==> config.mk <==
export PLATFORM = sky130hd
export DESIGN_NAME = axi_rd_arbiter
export DESIGN_NICKNAME = d
export VERILOG_FILES = /design/src/rtl/axi_rd_arbiter_pkg.sv /design/src/rtl/axi_rd_arbiter_outstanding.sv /design/src/rtl/axi_rd_arbiter.sv
export SDC_FILE = /design/constraint.sdc
export NUM_CORES = 1
export LEC_CHECK = 0
export CORE_MARGIN = 4
export CORE_UTILIZATION = 32
export DETAILED_ROUTE_END_ITERATION = 6
export GPL_TIMING_DRIVEN = 0
export PLACE_DENSITY = 0.78
export SETUP_SLACK_MARGIN = 0.2
export SYNTH_ARGS = -nofsm -noshare
export SYNTH_HDL_FRONTEND = slang
export SYNTH_SLANG_ARGS = --single-unit
==> constraint.sdc <==
create_clock -name clk -period 3.3 [get_ports clk]
set_input_delay 0.66 -clock clk [delete_from_list [all_inputs] [get_ports clk]]
set_output_delay 0.66 -clock clk [all_outputs]
set_load 0.02 [all_outputs]
==> src/rtl/axi_rd_arbiter_pkg.sv <==
// Shared constants and FSM encoding for the AXI read-channel arbiter.
// The R channel routes responses by these ids, so they must match what AR issues.
package axi_rd_arbiter_pkg;
  localparam logic [3:0] INST_ID        = 4'd0;
  localparam logic [3:0] DATA_ID        = 4'd1;
  localparam logic [1:0] AXI_BURST_INCR = 2'b01;

  typedef enum logic {
    ST_IDLE    = 1'b0,
    ST_AR_WAIT = 1'b1
  } ar_state_e;
endpackage

==> src/rtl/axi_rd_arbiter_outstanding.sv <==
// Per-id outstanding-read counter: saturating up/down with full/empty flags.
module axi_rd_arbiter_outstanding #(
  parameter int MAX = 2
) (
  input  logic       clk,
  input  logic       reset,
  input  logic       i_inc,
  input  logic       i_dec,
  output logic [2:0] o_cnt,
  output logic       o_full,
  output logic       o_empty
);
  logic [2:0] r_cnt;
  logic       w_up;
  logic       w_dn;

  assign o_full  = (r_cnt >= 3'(MAX));
  assign o_empty = (r_cnt == 3'd0);
  assign o_cnt   = r_cnt;
  assign w_up    = i_inc && !o_full;
  assign w_dn    = i_dec && !o_empty;

  // A simultaneous issue and completion cancel out.
  always_ff @(posedge clk) begin
    if (reset)              r_cnt <= 3'd0;
    else if (w_up && !w_dn) r_cnt <= r_cnt + 3'd1;
    else if (w_dn && !w_up) r_cnt <= r_cnt - 3'd1;
  end
endmodule

==> src/rtl/axi_rd_arbiter.sv <==
// Shares one AXI3 AR/R channel between the inst and data SRAM-like read ports.
// Grants one AR per two cycles, tags by arid, and demuxes R beats back by rid.
module axi_rd_arbiter
  import axi_rd_arbiter_pkg::*;
#(
  parameter int MAX_OUTSTANDING = 2,
  parameter int STARVE_LIMIT    = 4
) (
  input  logic        clk,
  input  logic        reset,
  input  logic        inst_req,
  input  logic [31:0] inst_addr,
  input  logic [1:0]  inst_size,
  output logic        inst_addr_ok,
  output logic        inst_data_ok,
  output logic [31:0] inst_rdata,
  input  logic        data_req,
  input  logic [31:0] data_addr,
  input  logic [1:0]  data_size,
  input  logic        data_rd_block,
  output logic        data_addr_ok,
  output logic        data_data_ok,
  output logic [31:0] data_rdata,
  output logic [3:0]  arid,
  output logic [31:0] araddr,
  output logic [7:0]  arlen,
  output logic [2:0]  arsize,
  output logic [1:0]  arburst,
  output logic [1:0]  arlock,
  output logic [3:0]  arcache,
  output logic [2:0]  arprot,
  output logic        arvalid,
  input  logic        arready,
  input  logic [3:0]  rid,
  input  logic [31:0] rdata,
  input  logic [1:0]  rresp,
  input  logic        rlast,
  input  logic        rvalid,
  output logic        rready,
  output logic        rd_err
);
  localparam int SW = $clog2(STARVE_LIMIT + 1);

  ar_state_e   r_state;
  logic [3:0]  r_arid;
  logic [31:0] r_araddr;
  logic [2:0]  r_arsize;
  logic        r_arvalid;
  logic        r_rready;
  logic        r_rd_err;
  logic [SW-1:0] r_starve;

  logic       w_inst_full, w_inst_empty, w_data_full, w_data_empty;
  logic [2:0] w_inst_cnt, w_data_cnt;
  logic       w_inst_elig, w_data_elig, w_idle, w_starved;
  logic       w_grant_inst, w_grant_data, w_grant;
  logic       w_rhs, w_id_empty, w_bad;

  assign w_idle       = (r_state == ST_IDLE) && !reset;
  assign w_inst_elig  = inst_req && !w_inst_full;
  assign w_data_elig  = data_req && !w_data_full && !data_rd_block;
  assign w_starved    = (r_starve == SW'(STARVE_LIMIT));
  assign w_grant_inst = w_idle && w_inst_elig && (!w_data_elig || w_starved);
  assign w_grant_data = w_idle && w_data_elig && !w_grant_inst;
  assign w_grant      = w_grant_inst || w_grant_data;

  assign inst_addr_ok = w_grant_inst;
  assign data_addr_ok = w_grant_data;

  // R is accepted every cycle once out of reset; a beat only completes a
  // read if its id actually has one outstanding.
  assign w_rhs        = rvalid && r_rready && !reset;
  assign inst_data_ok = w_rhs && (rid == INST_ID) && !w_inst_empty;
  assign data_data_ok = w_rhs && (rid == DATA_ID) && !w_data_empty;
  assign inst_rdata   = inst_data_ok ? rdata : 32'd0;
  assign data_rdata   = data_data_ok ? rdata : 32'd0;

  assign w_id_empty = (rid == INST_ID) ? w_inst_empty :
                      (rid == DATA_ID) ? w_data_empty : 1'b1;
  assign w_bad      = w_rhs && (w_id_empty || (rresp != 2'b00));

  axi_rd_arbiter_outstanding #(.MAX(MAX_OUTSTANDING)) u_inst_cnt (
    .clk(clk), .reset(reset),
    .i_inc(w_grant_inst), .i_dec(inst_data_ok && rlast),
    .o_cnt(w_inst_cnt), .o_full(w_inst_full), .o_empty(w_inst_empty)
  );

  axi_rd_arbiter_outstanding #(.MAX(MAX_OUTSTANDING)) u_data_cnt (
    .clk(clk), .reset(reset),
    .i_inc(w_grant_data), .i_dec(data_data_ok && rlast),
    .o_cnt(w_data_cnt), .o_full(w_data_full), .o_empty(w_data_empty)
  );

  always_ff @(posedge clk) begin
    if (reset) begin
      r_state   <= ST_IDLE;
      r_arvalid <= 1'b0;
      r_arid    <= 4'd0;
      r_araddr  <= 32'd0;
      r_arsize  <= 3'd0;
      r_rready  <= 1'b0;
    end else begin
      r_rready <= 1'b1;
      case (r_state)
        ST_IDLE: if (w_grant) begin
          r_arid    <= w_grant_inst ? INST_ID : DATA_ID;
          r_araddr  <= w_grant_inst ? inst_addr : data_addr;
          r_arsize  <= {1'b0, (w_grant_inst ? inst_size : data_size)};
          r_arvalid <= 1'b1;
          r_state   <= ST_AR_WAIT;
        end
        ST_AR_WAIT: if (arready) begin
          r_arvalid <= 1'b0;
          r_state   <= ST_IDLE;
        end
        default: r_state <= ST_IDLE;
      endcase
    end
  end

  // Starvation only accrues while inst could have gone but data won.
  always_ff @(posedge clk) begin
    if (reset || !inst_req || w_grant_inst) r_starve <= '0;
    else if (w_grant_data && w_inst_elig && !w_starved) r_starve <= r_starve + 1'b1;
  end

  always_ff @(posedge clk) begin
    if (reset)      r_rd_err <= 1'b0;
    else if (w_bad) r_rd_err <= 1'b1;
  end

  assign arid    = r_arid;
  assign araddr  = r_araddr;
  assign arsize  = r_arsize;
  assign arvalid = r_arvalid;
  assign arlen   = 8'd0;
  assign arburst = AXI_BURST_INCR;
  assign arlock  = 2'b00;
  assign arcache = 4'd0;
  assign arprot  = 3'd0;
  assign rready  = r_rready;
  assign rd_err  = r_rd_err;

  // Counter values are kept visible on the flags; raw counts are unused here.
  logic w_unused;
  assign w_unused = ^{w_inst_cnt, w_data_cnt};
endmodule

# == After elaboration in Yosys (flattened, before gate mapping) ==
# Cells that the tools add are included.
# totals
regBits,51
# classes
addsub,5
n_lt_le_gt_ge,2
eq_ne,4
mux,18
n_bitwise,1
n_reduce_logical,54
# op_table
op,n
$mux W32,3
$logic_and A1 B1 Y1,27
$logic_not A1 Y1,14
$mux W3,4
$add A3 B1 Y3 const B,3
$mux W1,8
$ge A3 B2 Y1 const B,2
$logic_not A3 Y1,2
$reduce_bool A2 Y1,3
$sub A3 B1 Y3 const B,2
$logic_or A1 B1 Y1,5
$eq A4 B1 Y1 const B,1
$logic_not A4 Y1,1
$ne A2 B2 Y1 const B,2
$pmux W1 S2,2
$reduce_and A2 Y1,2
$eq A3 B3 Y1 const B,1
$mux W2,1
$not A1 Y1,1

# == Longest topological paths before layout ==
# logic_depth
word_depth,14
ltp_mapped,13
mapped_depth_nobuf,12

# == Hierarchy ==
# From an unflattened synthesis, not the netlist that was laid out.
# unflattened
cells_unflattened,381
area_unflattened_um2,3243.1
# by_module_without_submodules
module,n_inst,cells_per_inst,area_each_um2,seq_area_each_um2
axi_rd_arbiter,1,343,2902.8,840.8
axi_rd_arbiter_outstanding,2,19,170.2,60.1

# == Worst setup path after synthesis ==
# No wires, ideal clock.
# synth_timing
path_type,input to register
start,input port rid[1]
end,"register u_data_cnt.r_cnt[2], in the netlist u_data_cnt.o_cnt[2]"
setup_ns,0.071
t_arrival_ns,2.935
setup_slack_ns,0.295
path_stages,11
path_cell_list,or3_1 -> or3_1 -> nor3b_2 -> buf_2 -> nand2_1 -> ha_1 -> inv_1 -> fa_1 -> xor2_1 -> or3_1 -> a21oi_1
# synth_between
elab_chain_len,8
elab_cells_between_ends,10
cone_classes,eq/ne: 1; mux: 1; reduce/logical: 8
# synth_lines
element,line_no,rtl
"start, declared",axi_rd_arbiter.sv:34,"input logic [3:0] rid,"
$eq A4 B1 Y1 (*),axi_rd_arbiter.sv:74,assign data_data_ok = w_rhs && (rid == DATA_ID) && !w_data_empty;
$logic_and A1 B1 Y1 (*) (2 in a row),axi_rd_arbiter.sv:74,
named net data_data_ok,axi_rd_arbiter.sv:22,"output logic data_data_ok,"
$logic_and A1 B1 Y1 (*),axi_rd_arbiter.sv:90,".i_inc(w_grant_data), .i_dec(data_data_ok && rlast),"
$logic_and A1 B1 Y1 (*),axi_rd_arbiter_outstanding.sv:21,assign w_dn = i_dec && !o_empty;
$logic_not A1 Y1,axi_rd_arbiter_outstanding.sv:26,else if (w_up && !w_dn) r_cnt <= r_cnt + 3'd1;
$logic_and A1 B1 Y1,axi_rd_arbiter_outstanding.sv:26,
$mux W3 or $reduce_bool A2 Y1 (tied branches),--,
"end signal, assigned",axi_rd_arbiter_outstanding.sv:26,
"end signal, assigned",axi_rd_arbiter_outstanding.sv:27,else if (w_dn && !w_up) r_cnt <= r_cnt - 3'd1;
"end, declared",axi_rd_arbiter_outstanding.sv:13,logic [2:0] r_cnt;
# The timed path passes the listed nets; every way through them passes the cells marked *.
# A chain may end at the register's enable or synchronous reset.

# == Worst setup path in the final report ==
# layout_timing
start,input port rid[2]
end,output port data_data_ok
# layout_between
elab_chain_len,3
# layout_lines
element,line_no
$eq A4 B1 Y1,axi_rd_arbiter.sv:74
$logic_and A1 B1 Y1 (2 in a row),axi_rd_arbiter.sv:74
"end, declared",axi_rd_arbiter.sv:22
# Every way passes these cells.

==> results.md <==
* Status: finished clean
* Switching share of power at 30.1%
* Starting Density at 32.8%
* GPL Wtd Cong at approximately 0.86
* Largest net degree at the start of global routing at 14
* GR Overflow Total at 0
* Core Rows at 34
* Root Buffer: clkbuf_8
* R2R setup slack at about 0.58 ns
* Cell breakdown of the critical path: clkdlybuf4s15_1, or3_4, or3_4, nor3b_4, buf_4, buf_6, dlygate4sd2_1
* Synth Area in Simple Gates at between 30% and 40%
* Die ar. at approximately 0.010 mm^2
* Leakage at 2.40 nW
* Syn Area/Cell at roughly 7.7 um^2
* Final hold vios at 0
* Num ports at 243
* Sequential cell area fraction in the yosys report at roughly a third
* WL/cell at about 16 um
* Total GRT Usage at between 20% and 30%
* Clk pwr share at 23.3%
* Post-synthesis adder-cell area fraction at 3.17%
* Post-layout nets at ~750
* Tightest Pin Transition at 0.536 ns
* Worst path max stage delay at between 0.4 and 0.5 ns
* Slew HR at about 64%
* Number of vias per cell at roughly 4.7
* Worst-Skew Late Latency at just under 0.3 ns
* Worst setup SP type: input pin
* Most frequent cells in the layout: 147 x clkdlybuf4s50_1, 75 x nand2_1, 59 x buf_2
* H-tree depth at 2
* Crit path max fanout at 10
* Post-synthesis sequential element count at 48
* Core ar. at between 0.008 and 0.009 mm^2
* RSZ-0062 raised after global routing: true
* Maxcap violations at 0
* Mux cell area share after synthesis at roughly 1.1%
* Reg2reg end: u_inst_cnt.o_cnt[2]$_SDFFE_PP0P_
* Crit path buffers/inverters at 4
* Clk sinks at between 40 and 50
* Pwr Density at between 200 and 300 mW/mm^2
* Arrival time worst endpoint at between 2 and 2.5 ns
* 1st-iter DRT viols at ~130
* CP most frequent cell: or3_4
* Die Span X at roughly 100 um
* Reg2Reg Depth at 11
* Routed Antenna Nets at 0
* Post-DP HPWL at ~9.2 mm
* XOR/XNOR Fraction of Synth Area at under 10%
* Min Tclk post-route at around 3.1 ns
* Final period utilization at between 90% and 100%
* Final setup TNS at 0 ns
* Cells after Synth at between 300 and 400
* Filler cells at 788
* CTS Buf Count at 5
* Vias in the first global route at approximately 3500
* Antenna violations before repair at 2
* PnR worst setup slack at between 0.2 and 0.25 ns
* Area of the multi-input gates at 0.00170 mm^2
* Logic gate share of total power at approximately a third
* Synth top area cells: dfxtp_1 34%, and2_1 14%, a311oi_1 10%, nand2_1 9.9%, buf_4 6.1%
* Sequential Power Share at 41.9%
* Commonest non-fill, non-tap cell in the layout: clkdlybuf4s50_1
* Initial DRT Pass Iterations at 4
* Mapped Area at about 0.0028 mm^2
* Pre-CTS setup slack at -0.673 ns
* Crit path launch: rid[2]
* CTS max path bufs at 2
* Die Y at 102 um
* Clock slew at reported path FFs at ~0.080 ns
* Setup violations, final at 0
* Critical Path Stages at 7
* Port bufs at 218
* Netlist cell types at 34
* Register Area at just under 0.001 mm^2
* # DRC at 0
* Peak Freq at about 0.33 GHz
* Worst VDD drop at about 0.00020 V
* Area grow syn2layout at 88.7%
* Fraction of layout cells with a size suffix above 1 at a little under a quarter
* Worst r2r src: u_inst_cnt.o_cnt[1]$_SDFFE_PP0P_
* CTS tree: done
* Yosys Warn Count at 0
* CP top delay family: simple AND/OR/NAND/NOR gates
* Internal power at approximately 1.1 mW
* Slew Viols, Final at 0
* Area leader, netlist: dfxtp_1
* Via count at 3492
* CTS Hold Bufs at 0
* Top-area cell type share of the netlist area at 33.8%
* Crit-path slowest cell: or3_4
* DRT Wirelength at 11.5 mm
* Synth Area in Compound Gates at ~13%
* Req. time, crit path at about 2.6 ns
* WS Path Type: input pin to output port
* Crit. End Element: output port
* Worst setup path endpoint: data_data_ok
* Largest family of logic cells by synthesized area: simple AND/OR/NAND/NOR gates
* Switching power at approximately 0.48 mW
* Global-route wire length before repair at between 15 and 20 mm
* Worst hold path type: register to register
* Layout Skew at roughly 0.0056 ns
-- power by group through the flow --
stage	clock [mW]	sequential (mW)	combinational, mW
final	0.373	0.671	0.558
after global routing	0.400	0.680	0.602
after CTS	0.382	0.672	0.558
after detailed placement	0	0.684	0.542
after global placement	0	0.682	0.533
after floorplan	0	0.738	0.198
-- area by class of cell --
type	instances	share of cell area, %
Timing Repair Buffer	233	38.3
Multi-Input combinational cell	288	31.7
Sequential cell	48	17.9
Buffer	48	7.11
Tap cell	108	2.52
Clock buffer	7	1.79
Inverter	8	0.559
Antenna cell	2	0.0932
-- routing by layer --
layer | part of all wire [%] | up-vias | wire (um) | track usage [%]
met3 | 9.1 | 16 | 1050 | 4.91
met1 | 37 | 1609 | 4250 | 22.0
met5 | 0 | - | 0 | 0
li1 | - | 1717 | - | -
met4 | 2.3 | 0 | 269 | 6.86
met2 | 52 | 150 | 5980 | 39.6
-- cell usage after synthesis --
| cell | instances |
|---|---|
| a211o_1 | 1 |
| a21oi_1 | 7 |
| a311oi_1 | 34 |
| and2_1 | 64 |
| buf_1 | 1 |
| buf_2 | 8 |
| buf_4 | 23 |
| buf_6 | 3 |
| clkbuf_1 | 9 |
| clkbuf_2 | 4 |
| conb_1 | 2 |
| dfxtp_1 | 48 |
| fa_1 | 2 |
| ha_1 | 4 |
| inv_1 | 8 |
| mux2i_1 | 3 |
| nand2_1 | 75 |
| nand2b_1 | 1 |
| nand3_1 | 1 |
| nand4_1 | 2 |
| nand4b_1 | 1 |
| nor2_1 | 44 |
| nor3_1 | 4 |
| nor3_2 | 1 |
| nor3_4 | 1 |
| nor3b_2 | 1 |
| nor4b_2 | 1 |
| o21a_1 | 1 |
| o21ai_0 | 5 |
| o31a_1 | 1 |
| or2_2 | 1 |
| or3_1 | 5 |
| or4b_4 | 1 |
| xor2_1 | 4 |
-- sequential cells by signal (all words and copies together), names as in the netlist --
| register | flops |
|---|---|
| araddr | 32 |
| r_starve | 3 |
| u_data_cnt.o_cnt | 3 |
| u_inst_cnt.o_cnt | 3 |
| arsize | 2 |
| arid | 1 |
| arvalid | 1 |
| r_state | 1 |
| rd_err | 1 |
| rready | 1 |
-- logic make-up (layout without fill, tap and decap cells) --
family,Yosys count,in the layout
simple gates,203,203
buf+inv,56,296
compound gates,49,49
flops,48,48
fa+ha+maj,6,6
xor+xnor,4,4
mux,3,3
other cells,2,25
-- worst register-to-register path, delay by kind of cell, from the launching register on --
kind	cells	cell delay [ns]
XOR/XNOR	1	0.16
AND/OR/NAND/NOR	2	0.73
adder cells (fa/ha/maj)	2	0.56
AO/OA/AOI/OAI	2	0.40
flip-flops	1	0.35
buffers and inverters	4	0.47
-- repair_timing --
item	CTS	global route
gates resized for setup	321	17
setup endpoints to repair	72	27
pin swaps	7	5
gates cloned	4	0
setup buffers	11	0
-- stage by stage --
stage	power, mW	cells	cell area, um^2	utilization [%]	hold slack, ns
final	1.60	742	5370	61.9	0.482
after global routing	1.68	742	5370	61.9	0.505
after CTS	1.61	740	5370	61.8	0.485
after detailed placement	1.23	718	5240	60.4	0.471
after global placement	1.22	718	5240	60.4	0.451
after floorplan	0.936	392	2920	-	0.449
-- worst min-delay path by stage --
stage,from,endpoint,slack (ns),cells after the start
final,araddr[15]$_SDFFE_PP0P_,araddr[15]$_SDFFE_PP0P_,0.48,2
after global routing,araddr[27]$_SDFFE_PP0P_,araddr[27]$_SDFFE_PP0P_,0.50,2
after CTS,araddr[15]$_SDFFE_PP0P_,araddr[15]$_SDFFE_PP0P_,0.48,2
after detailed placement,rd_err$_SDFFE_PP0P_,rd_err$_SDFFE_PP0P_,0.47,1
after global placement,rd_err$_SDFFE_PP0P_,rd_err$_SDFFE_PP0P_,0.45,1
after floorplan,r_starve[1]$_SDFFE_PP0P_,r_starve[1]$_SDFFE_PP0P_,0.45,2
(Power assumes the default switching activity.)
